File: config.mk
export PLATFORM = sky130hd
export DESIGN_NAME = phase_generator
export DESIGN_NICKNAME = d
export VERILOG_FILES = /design/src/rtl/phase_generator.sv
export SDC_FILE = /design/constraint.sdc
export NUM_CORES = 1
export LEC_CHECK = 0
export CORE_MARGIN = 5
export CORE_UTILIZATION = 35
export CTS_BUF_LIST = sky130_fd_sc_hd__clkbuf_8 sky130_fd_sc_hd__clkbuf_16
export CTS_CLUSTER_DIAMETER = 50
export DETAILED_ROUTE_END_ITERATION = 10
export DONT_BUFFER_PORTS = 1
export SETUP_SLACK_MARGIN = 0.3
export SYNTH_ARGS = -nofsm -noshare
export SYNTH_HDL_FRONTEND = slang
export SYNTH_SLANG_ARGS = --single-unit
File: constraint.sdc
create_clock -name i_clk -period 3.29 [get_ports i_clk]
set_input_delay 0.1645 -clock i_clk [delete_from_list [all_inputs] [get_ports i_clk]]
set_output_delay 0.1645 -clock i_clk [all_outputs]
set_load 0.02 [all_outputs]
File: src/rtl/phase_generator.sv
// Four-phase instruction cycle generator (FETCH/DECODE/EXECUTE/UPDATE) with run/halt,
// EXECUTE stretching, wait timeout and retired-instruction counter. Optional: PHASE_STEP_EN.
package phasepackage;
  typedef enum logic [1:0] {
    FETCH   = 2'b00,
    DECODE  = 2'b01,
    EXECUTE = 2'b10,
    UPDATE  = 2'b11
  } phase_t;
endpackage

module phase_generator
  import phasepackage::*;
#(
  parameter int CNT_W    = 16,
  parameter int MAX_WAIT = 15
) (
  input  logic             i_clk,
  input  logic             i_rst_n,
  input  logic             i_run,
  input  logic             i_halt_req,
  input  logic             i_step_req,
  input  logic             i_wait,
  output phase_t           o_phase,
  output logic             o_phase_valid,
  output logic             o_halted,
  output logic             o_instr_done,
  output logic [CNT_W-1:0] o_instr_count,
  output logic             o_wait_timeout
);

  typedef enum logic [2:0] {
    ST_HALT,
    ST_FETCH,
    ST_DECODE,
    ST_EXECUTE,
    ST_UPDATE
  } state_t;

  state_t           r_state;
  phase_t           r_phase;
  logic             r_phase_valid;
  logic             r_halted;
  logic             r_instr_done;
  logic [CNT_W-1:0] r_instr_count;
  logic             r_wait_timeout;
  logic             r_halt_pending;
  logic [7:0]       r_wait_cnt;

  logic             w_step_go;
  logic             w_step_mode;
  logic             w_stop_at_update;
  logic             w_leave_execute;

`ifdef PHASE_STEP_EN
  logic r_step_mode;
  assign w_step_go   = i_step_req;
  assign w_step_mode = r_step_mode;
`else
  logic w_unused_step;
  assign w_step_go     = 1'b0;
  assign w_step_mode   = 1'b0;
  assign w_unused_step = i_step_req;
`endif

  // A halt request arriving in the UPDATE cycle itself still stops at this boundary.
  assign w_stop_at_update = w_step_mode || r_halt_pending || i_halt_req || !i_run;
  assign w_leave_execute  = !i_wait || (r_wait_cnt == 8'(MAX_WAIT));

  // Outputs are loaded together with the next state so every output is a flop.
  always_ff @(posedge i_clk) begin
    if (!i_rst_n) begin
      r_state        <= ST_HALT;
      r_phase        <= FETCH;
      r_phase_valid  <= 1'b0;
      r_halted       <= 1'b1;
      r_instr_done   <= 1'b0;
      r_instr_count  <= '0;
      r_wait_timeout <= 1'b0;
      r_halt_pending <= 1'b0;
      r_wait_cnt     <= '0;
`ifdef PHASE_STEP_EN
      r_step_mode    <= 1'b0;
`endif
    end else begin
      r_instr_done <= 1'b0;
      if (r_state != ST_HALT && i_halt_req) r_halt_pending <= 1'b1;

      unique case (r_state)
        ST_HALT: begin
          if (i_run || w_step_go) begin
            r_state       <= ST_FETCH;
            r_phase       <= FETCH;
            r_phase_valid <= 1'b1;
            r_halted      <= 1'b0;
`ifdef PHASE_STEP_EN
            r_step_mode   <= !i_run;
`endif
          end
        end
        ST_FETCH: begin
          r_state <= ST_DECODE;
          r_phase <= DECODE;
        end
        ST_DECODE: begin
          r_state <= ST_EXECUTE;
          r_phase <= EXECUTE;
        end
        ST_EXECUTE: begin
          if (w_leave_execute) begin
            r_state       <= ST_UPDATE;
            r_phase       <= UPDATE;
            r_wait_cnt    <= '0;
            r_instr_done  <= 1'b1;
            r_instr_count <= r_instr_count + CNT_W'(1);
            if (i_wait) r_wait_timeout <= 1'b1;
          end else begin
            r_wait_cnt <= r_wait_cnt + 8'd1;
          end
        end
        ST_UPDATE: begin
          if (w_stop_at_update) begin
            r_state        <= ST_HALT;
            r_phase        <= FETCH;
            r_phase_valid  <= 1'b0;
            r_halted       <= 1'b1;
            r_halt_pending <= 1'b0;
`ifdef PHASE_STEP_EN
            r_step_mode    <= 1'b0;
`endif
          end else begin
            r_state <= ST_FETCH;
            r_phase <= FETCH;
          end
        end
        default: begin
          r_state       <= ST_HALT;
          r_phase       <= FETCH;
          r_phase_valid <= 1'b0;
          r_halted      <= 1'b1;
        end
      endcase
    end
  end

  assign o_phase        = r_phase;
  assign o_phase_valid  = r_phase_valid;
  assign o_halted       = r_halted;
  assign o_instr_done   = r_instr_done;
  assign o_instr_count  = r_instr_count;
  assign o_wait_timeout = r_wait_timeout;

endmodule
=== Yosys cells after proc, flatten, opt, wreduce, memory -nomap -nowiden ===
Cells that the tools add are included.

* Add/subtract/negate cells: 2
* Equality and inequality tests: 8
* Multiplexer cells: 18
* Bitwise logic cells: 1
* Reductions and logical operators: 14

{| class="wikitable"
|+ Operator list
! kind !! number
|-
| $add A16 B1 Y16 const B || 1
|-
| $pmux W3 S5 || 1
|-
| $mux W1 || 9
|-
| $add A8 B1 Y8 const B || 1
|-
| $eq A8 B4 Y1 const B || 1
|-
| $mux W8 || 1
|-
| $pmux W2 S4 || 1
|-
| $eq A3 B2 Y1 const B || 2
|-
| $mux W3 || 2
|-
| $ne A2 B2 Y1 const B || 3
|-
| $pmux W1 S3 || 2
|-
| $reduce_and A2 Y1 || 3
|-
| $reduce_and A3 Y1 || 2
|-
| $mux W2 || 2
|-
| $eq A3 B1 Y1 const B || 1
|-
| $eq A3 B3 Y1 const B || 1
|-
| $logic_not A3 Y1 || 1
|-
| $logic_or A1 B1 Y1 || 3
|-
| $reduce_bool A3 Y1 || 1
|-
| $reduce_or A3 Y1 || 1
|-
| $logic_not A1 Y1 || 2
|-
| $logic_and A1 B1 Y1 || 1
|-
| $not A1 Y1 || 1
|}

* Flip-flop bits (word level): 34
* Input port bits: 6
* Output and inout port bits: 22
* Word-level logic and storage cells: 52

=== Depth between registers and ports, before layout ===
* Depth after elaboration: 5
* Mapped depth: 7
* Mapped depth without buffers: 5

=== Worst setup path before layout ===
OpenSTA, ideal clock, no wires.

* Path type: reg2reg
* Start: register r_wait_cnt[4]
* End: register r_instr_count[13] (netlist: o_instr_count[13])
* Setup time: 0.070 ns
* Arrival time: 1.836 ns
* Data required time: 3.220 ns
* Slack: 1.383 ns
* Cell stages (with the launch flop): 6
* Period minus slack after synthesis: 1.907 ns
* Cell sequence: dfxtp_1 -> or4_4 -> o21a_4 -> buf_6 -> or4_1 -> a21oi_1

* Cells in the longest elaborated chain, start to end: 3

{| class="wikitable"
|+ Ends and longest elaborated chain
! item !! RTL line !! RTL
|-
| from (decl) || 48 || <nowiki>logic [7:0] r_wait_cnt;</nowiki>
|-
| from (signal assigned) || 118 || <nowiki>r_wait_cnt <= r_wait_cnt + 8'd1;</nowiki>
|-
| $eq A8 B4 Y1 || 68 || <nowiki>assign w_leave_execute = !i_wait || (r_wait_cnt == 8'(MAX_WAIT));</nowiki>
|-
| $logic_or A1 B1 Y1 || 68 ||
|-
| $reduce_and A2 Y1 (no line) || n/a ||
|-
| to (signal assigned) || 115 || <nowiki>r_instr_count <= r_instr_count + CNT_W'(1);</nowiki>
|-
| to (decl) || 45 || <nowiki>logic [CNT_W-1:0] r_instr_count;</nowiki>
|}

No other way between the ends.
A chain may end at the register's enable or synchronous reset.

=== Worst setup path in the final report ===
* Start: register r_state[0]
* End: register r_instr_count[13] (netlist: o_instr_count[13])

* Cells in the longest elaborated chain, start to end: 2

{| class="wikitable"
|+ Ends and longest elaborated chain
! item !! RTL line !! RTL
|-
| from (decl) || 40 || <nowiki>state_t r_state;</nowiki>
|-
| from (signal assigned) || 73 || <nowiki>r_state <= ST_HALT;</nowiki>
|-
| from (signal assigned) || 92 || <nowiki>r_state <= ST_FETCH;</nowiki>
|-
| from (signal assigned) || 102 || <nowiki>r_state <= ST_DECODE;</nowiki>
|-
| $eq A3 B2 Y1 || 89 || <nowiki>unique case (r_state)</nowiki>
|-
| $reduce_and A2 Y1 (no line) || n/a ||
|}

No other way between the ends.

==> reports/metrics.yaml <==
clocking:
  htree_levels: 2
  post_cts_buffers: 0
  postCtsHoldBufs: 1
  clock_path_buffers: 2
  cts_resized: 0
  clkLatencyLatePin_ns: 0.29
  clock_sinks: 34
  clk_pin_slew_ns: 0.07
  cts_made_buffers: 5
  clockRootBuffer: "clkbuf_8"
  cts_tree: "built"
global_routing:
  overflow: 0
  grt_usage_pct: 11.84
  first_global_vias: 1167
  grt_pass1_wl_um: 5678
  antenna_found_initial: 0
  grt_max_degree: 34
final_layout:
  drive_above_1_share_pct: 5.495
  fillers: 444
  multiInputGateArea_um2: 833.3
  area_growth_pct: 7.352
  antenna_cells: 0
  final-seq-area_um2: 680.7
  final_net_count: 189
routing:
  ant_nets: 0
  drt-initial-drc-count: 120
  drt_first_pass_iters: 5
  drc_errors: 0
  vias_per_cell: 5.697
  wl_um: 3366
  wire_per_inst_um: 14.38
  vias: 1333
placement:
  place_ws_ns: 1.050
  io_buffers: 0
  dp_hpwl_um: 2344
  finalWeightedCongestion: 0.8049
power_and_ir_drop:
  power_leakage_nw: 0.5638
  vdd_ir_drop_max_mv: 0.2820
  powerDensity_nw_per_um2: 482.3
critical_path:
  criticalPathCategory: "flip-flop to flip-flop"
  worstPathMaxFanout: 14
  end_kind: "flip-flop"
  crit_required_ns: 3.51
  cp-start-kind: "flip-flop"
  ff2ff_path_depth: 4
  arrival_ns: 2.46
sta:
  rsz0062_at_grt: "false"
  maxSlewViolCount: 0
  hold_viol: 0
  fmax_mhz: 446.5
  maxSlewHeadroom_pct: 56.33
  setup_viol_count_final: 0
  min_period_over_period_pct: 68.07
  fin_skew_ns: 0.006112
  worstMarginPinSlew_ns: 0.6544
  setup_ws_ns: 1.050
  whs_ns: 0.01644
  fin_crit_ns: 2.240
  fin_setup_tns_ns: 0
min_path:
  hold_path_class: "input pin to flip-flop"
  hold_depth: 2
die:
  die_y_um: 77.25
  coreArea_um2: 4384
  initial_core_util_pct: 36.10
  die_area_um2: 5967
  num_rows: 24
  die_x_um: 77.25
  io_pins: 28
logic_synthesis:
  ys_async_sr_fraction_pct: 0
  ys_ff_latch: 34
  seq_area_frac_synth_pct: 43.00
  syn-num-nets: 192
  yosys.area.top_type_share_pct: 43.00
  yosys_warnings: 0
  synth_edf_count: 0
  synth_top_cell_by_area: "dfxtp_1"
  synth.distinct_cells: 38
  synthTopCellsByArea: "dfxtp_1, or4_1, a21oi_1"
  synth_cells: 184
  syn_avg_cell_area_um2: 8.602
  synth_area_um2: 1583
  synth-main-ff-cell: "dfxtp_1"
run_status:
  status: "complete, no violations"
run:
  maxCapViolations: 0
==> report_power, final <==
part | leakage (nW) | switching [mW] | internal [mW]
Combinational | 0.236 | 0.0309 | 0.0212
Sequential | 0.276 | 0.0243 | 0.426
Clock | 0.0524 | 0.152 | 0.166
Total | 0.564 | 0.207 | 0.612
==> sequential cells by signal (all words and copies together), names as in the netlist <==
register        count
o_instr_count      16
r_wait_cnt          8
r_state             3
o_phase             2
o_halted            1
o_instr_done        1
o_phase_valid       1
o_wait_timeout      1
r_halt_pending      1
==> layout by cell type (no fill, tap or decap), types with 2 or more instances in the layout <==
cell / Yosys / layout
o21ai_0: 5 / 5
clkbuf_8: 0 / 6
nand4_1: 5 / 5
or3_1: 2 / 2
and2_1: 3 / 3
nor2_1: 13 / 13
and3_1: 2 / 2
or4_1: 12 / 12
xnor2_1: 5 / 5
nor3_1: 5 / 5
nand2b_1: 4 / 4
a21oi_1: 17 / 17
o211a_1: 2 / 2
dfxtp_1: 34 / 34
mux2i_1: 3 / 3
a21o_1: 3 / 3
nand2_1: 15 / 15
xor2_1: 2 / 2
o31ai_1: 10 / 10
nand3_1: 7 / 7
inv_1: 5 / 6
ha_1: 2 / 2
nor4_1: 4 / 4
==> final timing paths <==
check                                         to                       from  slack (ns)
setup / recovery  o_instr_count[13]$_SDFFE_PN0P_    r_state[0]$_SDFFE_PN0P_        1.05
hold / removal    o_instr_count[15]$_SDFFE_PN0P_                    i_rst_n        0.02
setup reg to reg  o_instr_count[13]$_SDFFE_PN0P_    r_state[0]$_SDFFE_PN0P_        1.05
hold reg to reg        r_halt_pending$_SDFF_PN0_  r_halt_pending$_SDFF_PN0_        0.49
==> final cells by class <==
cell class	instances	area share [%]
clock buffers	6	4.860
repair buffers	1	0.5891
well taps	52	3.829
inverters	5	1.105
multi-input cells	134	49.04
clock inverters	2	0.5155
flip-flops and latches	34	40.06
==> stage by stage <==
step / std cells / total power [mW] / cell area, um2 / utilization (%)
3_3_place_gp: 225 / 0.5102 / 1598 / 36.44
5_1_grt: 234 / 0.8652 / 1699 / 38.76
4_1_cts: 234 / 0.8268 / 1699 / 38.76
3_5_place_dp: 225 / 0.5109 / 1598 / 36.44
6_report: 234 / 0.8195 / 1699 / 38.76
2_1_floorplan: 184 / 0.5037 / 1583 / -
==> cell usage after synthesis, types with 3 or more instances <==
cell      number
dfxtp_1       34
a21oi_1       17
nand2_1       15
nor2_1        13
or4_1         12
o31ai_1       10
clkbuf_1       9
nand3_1        7
inv_1          5
nand4_1        5
nor3_1         5
o21ai_0        5
xnor2_1        5
nand2b_1       4
nor4_1         4
a21o_1         3
and2_1         3
mux2i_1        3
==> layer usage <==
metal | vias up | GRT usage, % | share of wire [%]
li1 | 669 | - | -
met1 | 620 | 14.95 | 48
met2 | 37 | 16.75 | 42
met3 | 7 | 5.738 | 7.9
met4 | 0 | 5.498 | 2.1
met5 | - | 0 | 0
==> cells by family after synthesis <==
kind of cell | after synthesis | share of synthesized area, %
AND/OR/NAND/NOR | 79 | 27.90
buffers and inverters | 16 | 4.347
adder cells (fa/ha/maj) | 2 | 1.581
XOR/XNOR | 7 | 3.874
flip-flops | 34 | 43.00
AO/OA/AOI/OAI | 43 | 17.39
multiplexers | 3 | 1.897
==> worst max-delay path, cell delays in order, from the launching register on <==
cell and delay, ns:
dfxtp_1 0.47, nand3b_1 0.39, or4_1 0.73, or4_1 0.44, a21oi_1 0.14
No activity file was read; power rests on OpenSTA's default activity.
